<file path="config.mk">
export PLATFORM = sky130hd
export DESIGN_NAME = cnn_dot_mac_ctrl_flat
export DESIGN_NICKNAME = d
export VERILOG_FILES = /design/src/rtl/cnn_dot_mac_ctrl_if.sv /design/src/rtl/cnn_dot_mac_ctrl.sv /design/src/flat_wrapper.sv
export SDC_FILE = /design/constraint.sdc
export NUM_CORES = 1
export LEC_CHECK = 0
export CAP_MARGIN = 10
export CELL_PAD_IN_SITES_DETAIL_PLACEMENT = 1
export CELL_PAD_IN_SITES_GLOBAL_PLACEMENT = 2
export CORE_UTILIZATION = 40
export CTS_BUF_LIST = sky130_fd_sc_hd__clkbuf_16
export DETAILED_ROUTE_END_ITERATION = 12
export PLACE_DENSITY = 0.94
export SLEW_MARGIN = 0
export SYNTH_ARGS = -nofsm -noshare
export SYNTH_HDL_FRONTEND = slang
export SYNTH_SLANG_ARGS = --single-unit
</file>
<file path="constraint.sdc">
create_clock -name ap_clk -period 3.9 [get_ports ap_clk]
set_input_delay 0.39 -clock ap_clk [delete_from_list [all_inputs] [get_ports ap_clk]]
set_output_delay 0.39 -clock ap_clk [all_outputs]
set_load 0.01 [all_outputs]
</file>
<file path="src/rtl/cnn_dot_mac_ctrl_if.sv">
// Block-level control (ap_ctrl_hs) plus activation/weight BRAM port bundle for cnn_dot_mac_ctrl.
// Latency: none, wiring only; backpressure: none, BRAM ports are fixed one-cycle read latency.
interface cnn_dot_mac_ctrl_if #(
    parameter int ADDR_W = 10,
    parameter int OUT_W  = 14
);
    logic              ap_start;
    logic              ap_idle;
    logic              ap_ready;
    logic              ap_done;
    logic [ADDR_W-1:0] len;
    logic [13:0]       bias;
    logic [ADDR_W-1:0] a_address0;
    logic              a_ce0;
    logic [7:0]        a_q0;
    logic [ADDR_W-1:0] w_address0;
    logic              w_ce0;
    logic [13:0]       w_q0;
    logic [OUT_W-1:0]  result;
    logic              sat_flag;

    modport slave (
        input  ap_start, len, bias, a_q0, w_q0,
        output ap_idle, ap_ready, ap_done, a_address0, a_ce0, w_address0, w_ce0, result, sat_flag
    );

    modport master (
        output ap_start, len, bias, a_q0, w_q0,
        input  ap_idle, ap_ready, ap_done, a_address0, a_ce0, w_address0, w_ce0, result, sat_flag
    );
endinterface

</file>
<file path="src/rtl/cnn_dot_mac_ctrl.sv">
// Dot-product sequencer: int8 x ap_fixed<14,6> MAC over L BRAM elements, saturated to ap_fixed<14,6>.
// Latency: start edge to ap_done is L+4 cycles (2 for L=0); no backpressure, the pipeline never stalls.
module cnn_dot_mac_ctrl #(
    parameter int ADDR_W = 10,
    parameter int ACC_W  = 32,
    parameter int OUT_W  = 14
) (
    input  logic                ap_clk,
    input  logic                ap_rst_n,
    cnn_dot_mac_ctrl_if.slave   bus
);
    localparam int CNT_W  = ADDR_W + 1;
    localparam int PROD_W = 22;
    localparam logic signed [ACC_W-1:0] SAT_MAX = ACC_W'(2 ** (OUT_W - 1) - 1);
    localparam logic signed [ACC_W-1:0] SAT_MIN = ~SAT_MAX;

    typedef enum logic [1:0] {
        IDLE  = 2'd0,
        ISSUE = 2'd1,
        DRAIN = 2'd2,
        DONE  = 2'd3
    } state_t;

    state_t                    state;
    state_t                    state_nxt;
    logic [CNT_W-1:0]          cnt;
    logic [CNT_W-1:0]          cnt_inc;
    logic [ADDR_W-1:0]         len_q;
    logic                      d_vld;
    logic                      p_vld;
    logic signed [PROD_W-1:0]  a_s;
    logic signed [PROD_W-1:0]  w_s;
    logic signed [PROD_W-1:0]  prod;
    logic signed [ACC_W-1:0]   acc;
    logic                      ready_q;
    logic                      done_q;
    logic                      sat_q;
    logic [OUT_W-1:0]          result_q;
    logic                      start_acc;
    logic                      last_issue;
    logic                      ce;
    logic [ADDR_W-1:0]         addr;
    logic                      idle;

    // Counter is one bit wider than the address so a 2^ADDR_W-1 run never wraps.
    assign cnt_inc    = cnt + CNT_W'(1);
    assign last_issue = (cnt_inc == {1'b0, len_q});
    assign start_acc  = (state == IDLE) && bus.ap_start;
    assign a_s        = PROD_W'($signed(bus.a_q0));
    assign w_s        = PROD_W'($signed(bus.w_q0));

    always_ff @(posedge ap_clk or negedge ap_rst_n) begin
        if (!ap_rst_n) begin
            state <= IDLE;
        end else begin
            state <= state_nxt;
        end
    end

    always_comb begin
        state_nxt = state;
        idle      = 1'b0;
        ce        = 1'b0;
        addr      = '0;
        case (state)
            IDLE: begin
                idle = 1'b1;
                if (bus.ap_start) begin
                    state_nxt = (bus.len == '0) ? DRAIN : ISSUE;
                end
            end
            ISSUE: begin
                ce   = 1'b1;
                addr = cnt[ADDR_W-1:0];
                if (last_issue) begin
                    state_nxt = DRAIN;
                end
            end
            DRAIN: begin
                // p_vld clearing means the final product has been added into acc.
                if (!d_vld && !p_vld) begin
                    state_nxt = DONE;
                end
            end
            DONE: begin
                state_nxt = IDLE;
            end
            default: begin
                state_nxt = IDLE;
            end
        endcase
    end

    always_ff @(posedge ap_clk or negedge ap_rst_n) begin
        if (!ap_rst_n) begin
            cnt      <= '0;
            len_q    <= '0;
            d_vld    <= 1'b0;
            p_vld    <= 1'b0;
            prod     <= '0;
            acc      <= '0;
            ready_q  <= 1'b0;
            done_q   <= 1'b0;
            result_q <= '0;
            sat_q    <= 1'b0;
        end else begin
            ready_q <= start_acc;
            done_q  <= (state == DONE);
            d_vld   <= (state == ISSUE);
            p_vld   <= d_vld;
            if (d_vld) begin
                prod <= a_s * w_s;
            end
            if (start_acc) begin
                len_q <= bus.len;
                cnt   <= '0;
                acc   <= ACC_W'($signed(bus.bias));
            end else begin
                if (state == ISSUE) begin
                    cnt <= cnt_inc;
                end
                if (p_vld) begin
                    acc <= acc + ACC_W'(prod);
                end
            end
            if (state == DONE) begin
                if (acc > SAT_MAX) begin
                    result_q <= SAT_MAX[OUT_W-1:0];
                    sat_q    <= 1'b1;
                end else if (acc < SAT_MIN) begin
                    result_q <= SAT_MIN[OUT_W-1:0];
                    sat_q    <= 1'b1;
                end else begin
                    result_q <= acc[OUT_W-1:0];
                    sat_q    <= 1'b0;
                end
            end
        end
    end

    assign bus.ap_idle    = idle;
    assign bus.ap_ready   = ready_q;
    assign bus.ap_done    = done_q;
    assign bus.a_ce0      = ce;
    assign bus.w_ce0      = ce;
    assign bus.a_address0 = addr;
    assign bus.w_address0 = addr;
    assign bus.result     = result_q;
    assign bus.sat_flag   = sat_q;
endmodule

</file>
<file path="src/flat_wrapper.sv">
// flat-port wrapper written by rule: the top's interface ports become plain ports
module cnn_dot_mac_ctrl_flat 
#(
    parameter int ADDR_W = 10,
    parameter int ACC_W  = 32,
    parameter int OUT_W  = 14
)
  (ap_clk, ap_rst_n, bus_ap_start, bus_len, bus_bias, bus_a_q0, bus_w_q0, bus_ap_idle, bus_ap_ready, bus_ap_done, bus_a_address0, bus_a_ce0, bus_w_address0, bus_w_ce0, bus_result, bus_sat_flag);
  cnn_dot_mac_ctrl_if #(.ADDR_W(ADDR_W), .OUT_W(OUT_W)) bus_i ();
  input  logic ap_clk;
  input  logic ap_rst_n;
  input wire logic [$bits(bus_i.ap_start)-1:0] bus_ap_start;
  input wire logic [$bits(bus_i.len)-1:0] bus_len;
  input wire logic [$bits(bus_i.bias)-1:0] bus_bias;
  input wire logic [$bits(bus_i.a_q0)-1:0] bus_a_q0;
  input wire logic [$bits(bus_i.w_q0)-1:0] bus_w_q0;
  output wire logic [$bits(bus_i.ap_idle)-1:0] bus_ap_idle;
  output wire logic [$bits(bus_i.ap_ready)-1:0] bus_ap_ready;
  output wire logic [$bits(bus_i.ap_done)-1:0] bus_ap_done;
  output wire logic [$bits(bus_i.a_address0)-1:0] bus_a_address0;
  output wire logic [$bits(bus_i.a_ce0)-1:0] bus_a_ce0;
  output wire logic [$bits(bus_i.w_address0)-1:0] bus_w_address0;
  output wire logic [$bits(bus_i.w_ce0)-1:0] bus_w_ce0;
  output wire logic [$bits(bus_i.result)-1:0] bus_result;
  output wire logic [$bits(bus_i.sat_flag)-1:0] bus_sat_flag;
  assign bus_i.ap_start = bus_ap_start;
  assign bus_i.len = bus_len;
  assign bus_i.bias = bus_bias;
  assign bus_i.a_q0 = bus_a_q0;
  assign bus_i.w_q0 = bus_w_q0;
  assign bus_ap_idle = bus_i.ap_idle;
  assign bus_ap_ready = bus_i.ap_ready;
  assign bus_ap_done = bus_i.ap_done;
  assign bus_a_address0 = bus_i.a_address0;
  assign bus_a_ce0 = bus_i.a_ce0;
  assign bus_w_address0 = bus_i.w_address0;
  assign bus_w_ce0 = bus_i.w_ce0;
  assign bus_result = bus_i.result;
  assign bus_sat_flag = bus_i.sat_flag;
  cnn_dot_mac_ctrl #(.ADDR_W(ADDR_W), .ACC_W(ACC_W), .OUT_W(OUT_W)) u_core (.ap_clk(ap_clk), .ap_rst_n(ap_rst_n), .bus(bus_i));
endmodule
</file>
==> flow_summary.json, run 1 <==
{
  "fin_setup_tns_ns": -4.24,
  "stdcell_area_um2": 12700,
  "tightest_slew_ns": 1.18,
  "n_antenna_cell": 0,
  "synth_compound_area_share_pct": 12.4,
  "period_share_pct": 115,
  "ctsHoldBuffers": 0,
  "grt_util_all_layers_pct": 22.5,
  "ys_types": 59,
  "clock_sink_count": 96,
  "netlist_area_um2": 9970,
  "ys_seq_area_share_pct": 24.1,
  "die_area_um2": 25600,
  "syn_nets": 1325,
  "via_per_inst": 5.20,
  "route.vias.total": 8340,
  "root_buffer": "clkbuf_16",
  "synth_ff_type": "dfrtp_1",
  "antenna_violating_nets_post_route": 0,
  "grt_max_degree": 72,
  "synth-seq-cells": 96,
  "avgSynthCellArea_um2": 9.01,
  "antenna_found_initial": 0,
  "hold_viol_final": 0,
  "layout.nets": 1492,
  "peakVddDrop_v": 0.000315,
  "setup_viol": 13,
  "drt_iter0_markers": 283,
  "critPathRequiredTime_ns": 4.13,
  "overflow": 0,
  "min_period_ns": 4.47,
  "start_kind": "primary input",
  "drt-total-wl_um": 28200,
  "synthSimpleGateAreaFrac_pct": 16.8,
  "post-route-util_pct": 52.3,
  "p_total_w": 0.0115,
  "power.density_nw_per_um2": 905,
  "holdWs_ns": 0.172,
  "synthXorXnorAreaFrac_pct": 6.50,
  "cts_buffers": 9,
  "ioPinCount": 89,
  "chipWidth_um": 160,
  "grt_pass1_vias": 9376,
  "die_y_um": 160,
  "place_area_um2": 11900,
  "max_slew_margin_pct": 21.5,
  "synth_edf_count": 0,
  "wl_per_cell_um": 17.6,
  "ys_warn_count": 0,
  "cts_buffer_depth": 2,
  "fillCellCount": 2810,
  "final_layout_size_suffix_gt1_share_pct": 23.2,
  "clkSlewWorstSetupHoldPaths_ns": 0.08,
  "final_max_slew_viol_count": 0,
  "fmax_ghz": 0.224,
  "synth_adder_area_share_pct": 28.1,
  "async_flop_share_pct": 100,
  "hold_path.class": "in2async",
  "violations": "setup timing",
  "rows": 57,
  "gp_congestion": 0.885,
  "core_um2": 24400,
  "fin_ws_ns": -0.570,
  "maxCapViolations": 0,
  "syn_to_final_growth_pct": 27.8,
  "route.detailed.drc": 0,
  "muxShareOfSynthArea_pct": 4.17,
  "worst_setup_path_end_kind": "flip-flop",
  "p_leak_nw": 5.90,
  "synthesis.instances": 1107,
  "path_class": "in2reg",
  "finalClockSkew_ns": 0.00905,
  "cts_max_level": 3,
  "drt-pass1-iter-count": 4,
  "grt_first_pass_wirelength_um": 46700,
  "synth_top_family_by_area": "adder cells",
  "crit_fanout": 6,
  "start_util_pct": 40.9,
  "status": "finished, violations left",
  "clkLatencyLatePin_ns": 0.35,
  "rsz0062_at_grt": "true",
  "numPortBuffers": 88,
  "arrival_ns": 4.70,
  "cts_tree": "built",
  "place_hpwl_um": 21500
}
## final cells by class
class / instances / area [um2] / area share, %
clock buffers: 9 / 225 / 1.77
inverters: 140 / 536 / 4.20
multi-input cells: 820 / 7260 / 57.0
flip-flops and latches: 96 / 2400 / 18.8
clock inverters: 7 / 85.1 / 0.668
repair inverters: 1 / 7.51 / 0.0589
repair buffers: 206 / 1820 / 14.3
well taps: 324 / 405 / 3.18
## report_power, final
group | switching (W) | total [W] | internal, W
logic | 0.00436 | 0.00862 | 0.00425
registers | 0.000497 | 0.00198 | 0.00149
clock network | 0.000417 | 0.000928 | 0.000511
total | 0.00528 | 0.0115 | 0.00625
## per-stage QoR
step           cells  setup slack [ns]
2_1_floorplan   1107            -0.545
3_3_place_gp    1556             -1.30
3_5_place_dp    1556             -1.41
4_1_cts         1597            -0.551
5_1_grt         1603            -0.716
6_report        1603            -0.570
## synthesized netlist by cell type, types with 21 or more instances
cell | number | area (um2)
inv_1 | 139 | 522
fa_1 | 92 | 1840
dfrtp_1 | 96 | 2400
ha_1 | 77 | 963
nor2_1 | 62 | 233
clkbuf_1 | 33 | 124
xnor2_1 | 47 | 412
o21ai_0 | 48 | 240
xor2_1 | 27 | 236
a21oi_1 | 72 | 360
nand2_1 | 104 | 390
a21o_1 | 21 | 158
mux2i_1 | 22 | 220
and2_1 | 83 | 519
## routing by layer
metal  global-route usage [%]  vias to the layer above  share of wire (%)
li1                         -                     3973                  -
met1                     27.6                     4196                 44
met2                     41.7                      138                 53
met3                     1.58                       33                1.8
met4                     7.23                        0                2.0
met5                        0                        -                  0
## worst max-delay path, cell delays in order
cell and delay [ns]:
buf_8 0.10, buf_6 0.13, and2_4 0.14, fa_2 0.45, fa_1 0.53, fa_1 0.51, inv_1 0.06, fa_1 0.53
inv_2 0.05, ha_4 0.22, or2_4 0.24, a21oi_2 0.16, nand2b_4 0.15, nand2b_1 0.10, o311a_1 0.18, and3_4 0.18
a311oi_2 0.22, xnor2_1 0.10, mux2_4 0.26
## cell families after synthesis
| group | count (synthesis) |
|---|---|
| AND/OR/NAND/NOR | 335 |
| buffers and inverters | 191 |
| adder cells (fa/ha/maj) | 169 |
| flip-flops | 96 |
| AO/OA/AOI/OAI | 203 |
| multiplexers | 39 |
| XOR/XNOR | 74 |
## final timing paths
path                                             start                          endpoint  slack [ns]  cells past startpoint
max                                        bus_a_q0[6]       u_core.prod[21]$_DFFE_PN0P_       -0.57                     19
min reg2reg                u_core.len_q[8]$_DFFE_PN0P_       u_core.len_q[8]$_DFFE_PN0P_        0.50                      2
min in group ap_clk                        bus_a_q0[0]        u_core.prod[0]$_DFFE_PN0P_        0.49                      4
min                                           ap_rst_n  u_core.bus.result[1]$_DFFE_PN0P_        0.17                      1
max in group asynchronous                     ap_rst_n        u_core.acc[24]$_DFFE_PN0P_        2.83                      2
max reg2reg                  u_core.acc[0]$_DFFE_PN0P_        u_core.acc[30]$_DFFE_PN0P_        0.54                     12
## timing repair
item                                    4_1_cts  5_1_grt
gates cloned                                  2        0
buffers inserted                             23        8
pin swaps                                    67       50
resized for setup                           174       54
endpoints found under the setup margin       16       13
## flip-flops by register name, indices dropped and copies added (netlist names), 2 cells and up
register and flops:
u_core.prod 22, u_core.state 2, u_core.len_q 10, u_core.bus.result 14, u_core.cnt 11, u_core.acc 32
## placed cells by master, fill, tap and decap left out, types with 11 or more instances in the layout
| cell | Yosys | final |
|---|---|---|
| xor2_1 | 27 | 27 |
| and2_4 | 0 | 13 |
| fa_1 | 92 | 83 |
| o21ai_0 | 48 | 46 |
| ha_4 | 0 | 12 |
| and2_1 | 83 | 70 |
| a21o_1 | 21 | 21 |
| inv_2 | 0 | 18 |
| buf_6 | 3 | 25 |
| clkdlybuf4s50_1 | 0 | 65 |
| inv_1 | 139 | 118 |
| dfrtp_1 | 96 | 96 |
| nor2_2 | 0 | 11 |
| nor2_1 | 62 | 49 |
| buf_4 | 13 | 100 |
| xnor2_1 | 47 | 46 |
| nand2_1 | 104 | 87 |
| mux2i_1 | 22 | 22 |
| mux2_2 | 16 | 13 |
| a21oi_1 | 72 | 71 |
| nand3_1 | 19 | 16 |
| ha_1 | 77 | 58 |
Power figures use the tool's default switching activity.
==> run 2: changes to the inputs <==
- CTS_CLUSTER_SIZE: not set -> 24
- SETUP_SLACK_MARGIN: not set -> 0.1
==> flow_summary.json, run 2 (synthesized netlist as in run 1, its figures left out) <==
{
  "p_total_w": 0.0117,
  "max_slew_margin_pct": 14.0,
  "holdWs_ns": 0.139,
  "post-route-util_pct": 52.7,
  "seq_area_um2": 2400,
  "setup_viol": 13,
  "hold_path.class": "in2async",
  "cp_cell_sequence": "buf_8, buf_6, buf_6, and2_4, fa_1, fa_2, fa_1, inv_2, fa_1, inv_2, ha_4, or3_4, buf_6, or3_4, o211a_1, or3_1, a31o_2",
  "final_max_slew_viol_count": 0,
  "clock_sink_count": 96,
  "chipWidth_um": 160,
  "ioPinCount": 89,
  "grt_pass1_vias": 9208,
  "fillCellCount": 2824,
  "largest_reg_flops": 32,
  "syn_to_final_growth_pct": 28.8,
  "antenna_violating_nets_post_route": 0,
  "grt_first_pass_wirelength_um": 46300,
  "peakVddDrop_v": 0.000371,
  "cts_buffer_depth": 2,
  "place_hpwl_um": 21100,
  "fin_ws_ns": -0.672,
  "via_per_inst": 5.18,
  "die_area_um2": 25600,
  "status": "finished, violations left",
  "path_class": "in2reg",
  "power.density_nw_per_um2": 914,
  "numPortBuffers": 88,
  "wl_per_cell_um": 17.8,
  "min_period_ns": 4.57,
  "antenna_found_initial": 0,
  "fin_cells": 1617,
  "crit_buf_inv": 6,
  "drt-pass1-iter-count": 4,
  "n_antenna_cell": 0,
  "die_y_um": 160,
  "top_register": "u_core.acc",
  "fmax_ghz": 0.219,
  "arrival_ns": 4.80,
  "slowest_delay_ns": 0.53,
  "tightest_slew_ns": 1.29,
  "cts_tree": "built",
  "violations": "setup timing",
  "core_um2": 24400,
  "grt_util_all_layers_pct": 22.4,
  "gp_congestion": 0.870,
  "layout.nets": 1507,
  "drt_iter0_markers": 265,
  "rsz0062_at_grt": "true",
  "critPathTopFamily": "adder cells",
  "maxCapViolations": 0,
  "crit_slowest_cell": "fa_1",
  "period_share_pct": 117,
  "root_buffer": "clkbuf_16",
  "cts_max_level": 3,
  "multi_input_area_um2": 7300,
  "route.vias.total": 8383,
  "final_layout_size_suffix_gt1_share_pct": 23.4,
  "final_cell_mix": "buf_4, inv_1, dfrtp_1",
  "worst_setup_path_end_kind": "flip-flop",
  "drt-total-wl_um": 28700,
  "finalClockSkew_ns": 0.0111,
  "crit_fanout": 4,
  "overflow": 0,
  "rows": 57,
  "critPathRequiredTime_ns": 4.13,
  "layout.cells.most_common": "buf_4",
  "start_util_pct": 40.9,
  "hold_viol_final": 0,
  "clkSlewWorstSetupHoldPaths_ns": 0.07,
  "grt_max_degree": 68,
  "clkLatencyLatePin_ns": 0.35,
  "cts_buffers": 9,
  "route.detailed.drc": 0,
  "placed_cells": 1559,
  "start_kind": "primary input",
  "p_leak_nw": 5.96
}
-- run 2: final timing paths --
check,start,endpoint,slack [ns],depth (start not counted)
max,bus_a_q0[5],u_core.prod[20]$_DFFE_PN0P_,-0.67,17
min,ap_rst_n,u_core.bus.result[2]$_DFFE_PN0P_,0.14,1
max reg2reg,u_core.acc[0]$_DFFE_PN0P_,u_core.acc[30]$_DFFE_PN0P_,0.64,12
min reg2reg,u_core.len_q[3]$_DFFE_PN0P_,u_core.len_q[3]$_DFFE_PN0P_,0.51,2
max in group asynchronous,ap_rst_n,u_core.prod[19]$_DFFE_PN0P_,2.85,2
min in group ap_clk,bus_w_q0[0],u_core.prod[0]$_DFFE_PN0P_,0.46,4
-- run 2: layer usage --
| metal | up-vias | wire (um) | part of all wire [%] | global-route usage, % |
|---|---|---|---|---|
| li1 | 3994 | - | - | - |
| met1 | 4215 | 12400 | 43 | 28.3 |
| met2 | 149 | 15100 | 53 | 41.4 |
| met4 | 0 | 425 | 1.5 | 5.32 |
| met3 | 25 | 722 | 2.5 | 1.66 |
| met5 | - | 0 | 0 | 0 |
-- run 2: report_power, final --
group | total (W) | switching, W | leakage [nW] | internal, W
Clock | 0.000816 | 0.000384 | 0.131 | 0.000431
Combinational | 0.00889 | 0.00445 | 4.69 | 0.00444
Sequential | 0.00203 | 0.000546 | 1.14 | 0.00149
Total | 0.0117 | 0.00538 | 5.96 | 0.00636
-- run 2: metrics by stage --
step	instance area, um2	setup slack (ns)	TNS (ns)
2_1_floorplan	10300	-0.545	-2.90
3_3_place_gp	11900	-1.29	-13.98
3_5_place_dp	11900	-1.42	-16.02
4_1_cts	12600	-0.646	-5.41
5_1_grt	12800	-0.785	-7.44
6_report	12800	-0.672	-5.77
-- run 2: final cells by class --
| cell class | instances | share of cell area (%) |
|---|---|---|
| flip-flops and latches | 96 | 18.7 |
| repair buffers | 221 | 15.0 |
| clock inverters | 6 | 0.331 |
| inverters | 140 | 4.17 |
| clock buffers | 9 | 1.75 |
| well taps | 324 | 3.16 |
| repair inverters | 1 | 0.0585 |
| multi-input cells | 820 | 56.8 |
-- run 2: what timing repair did --
| item | CTS | global route |
|---|---|---|
| hold buffers | 0 | 0 |
| endpoints found under the hold margin | 0 | 0 |
| buffers inserted | 30 | 12 |
| gates cloned | 3 | 0 |
| setup endpoints to repair | 16 | 14 |
| pin swaps | 50 | 63 |
| gates resized for setup | 150 | 68 |
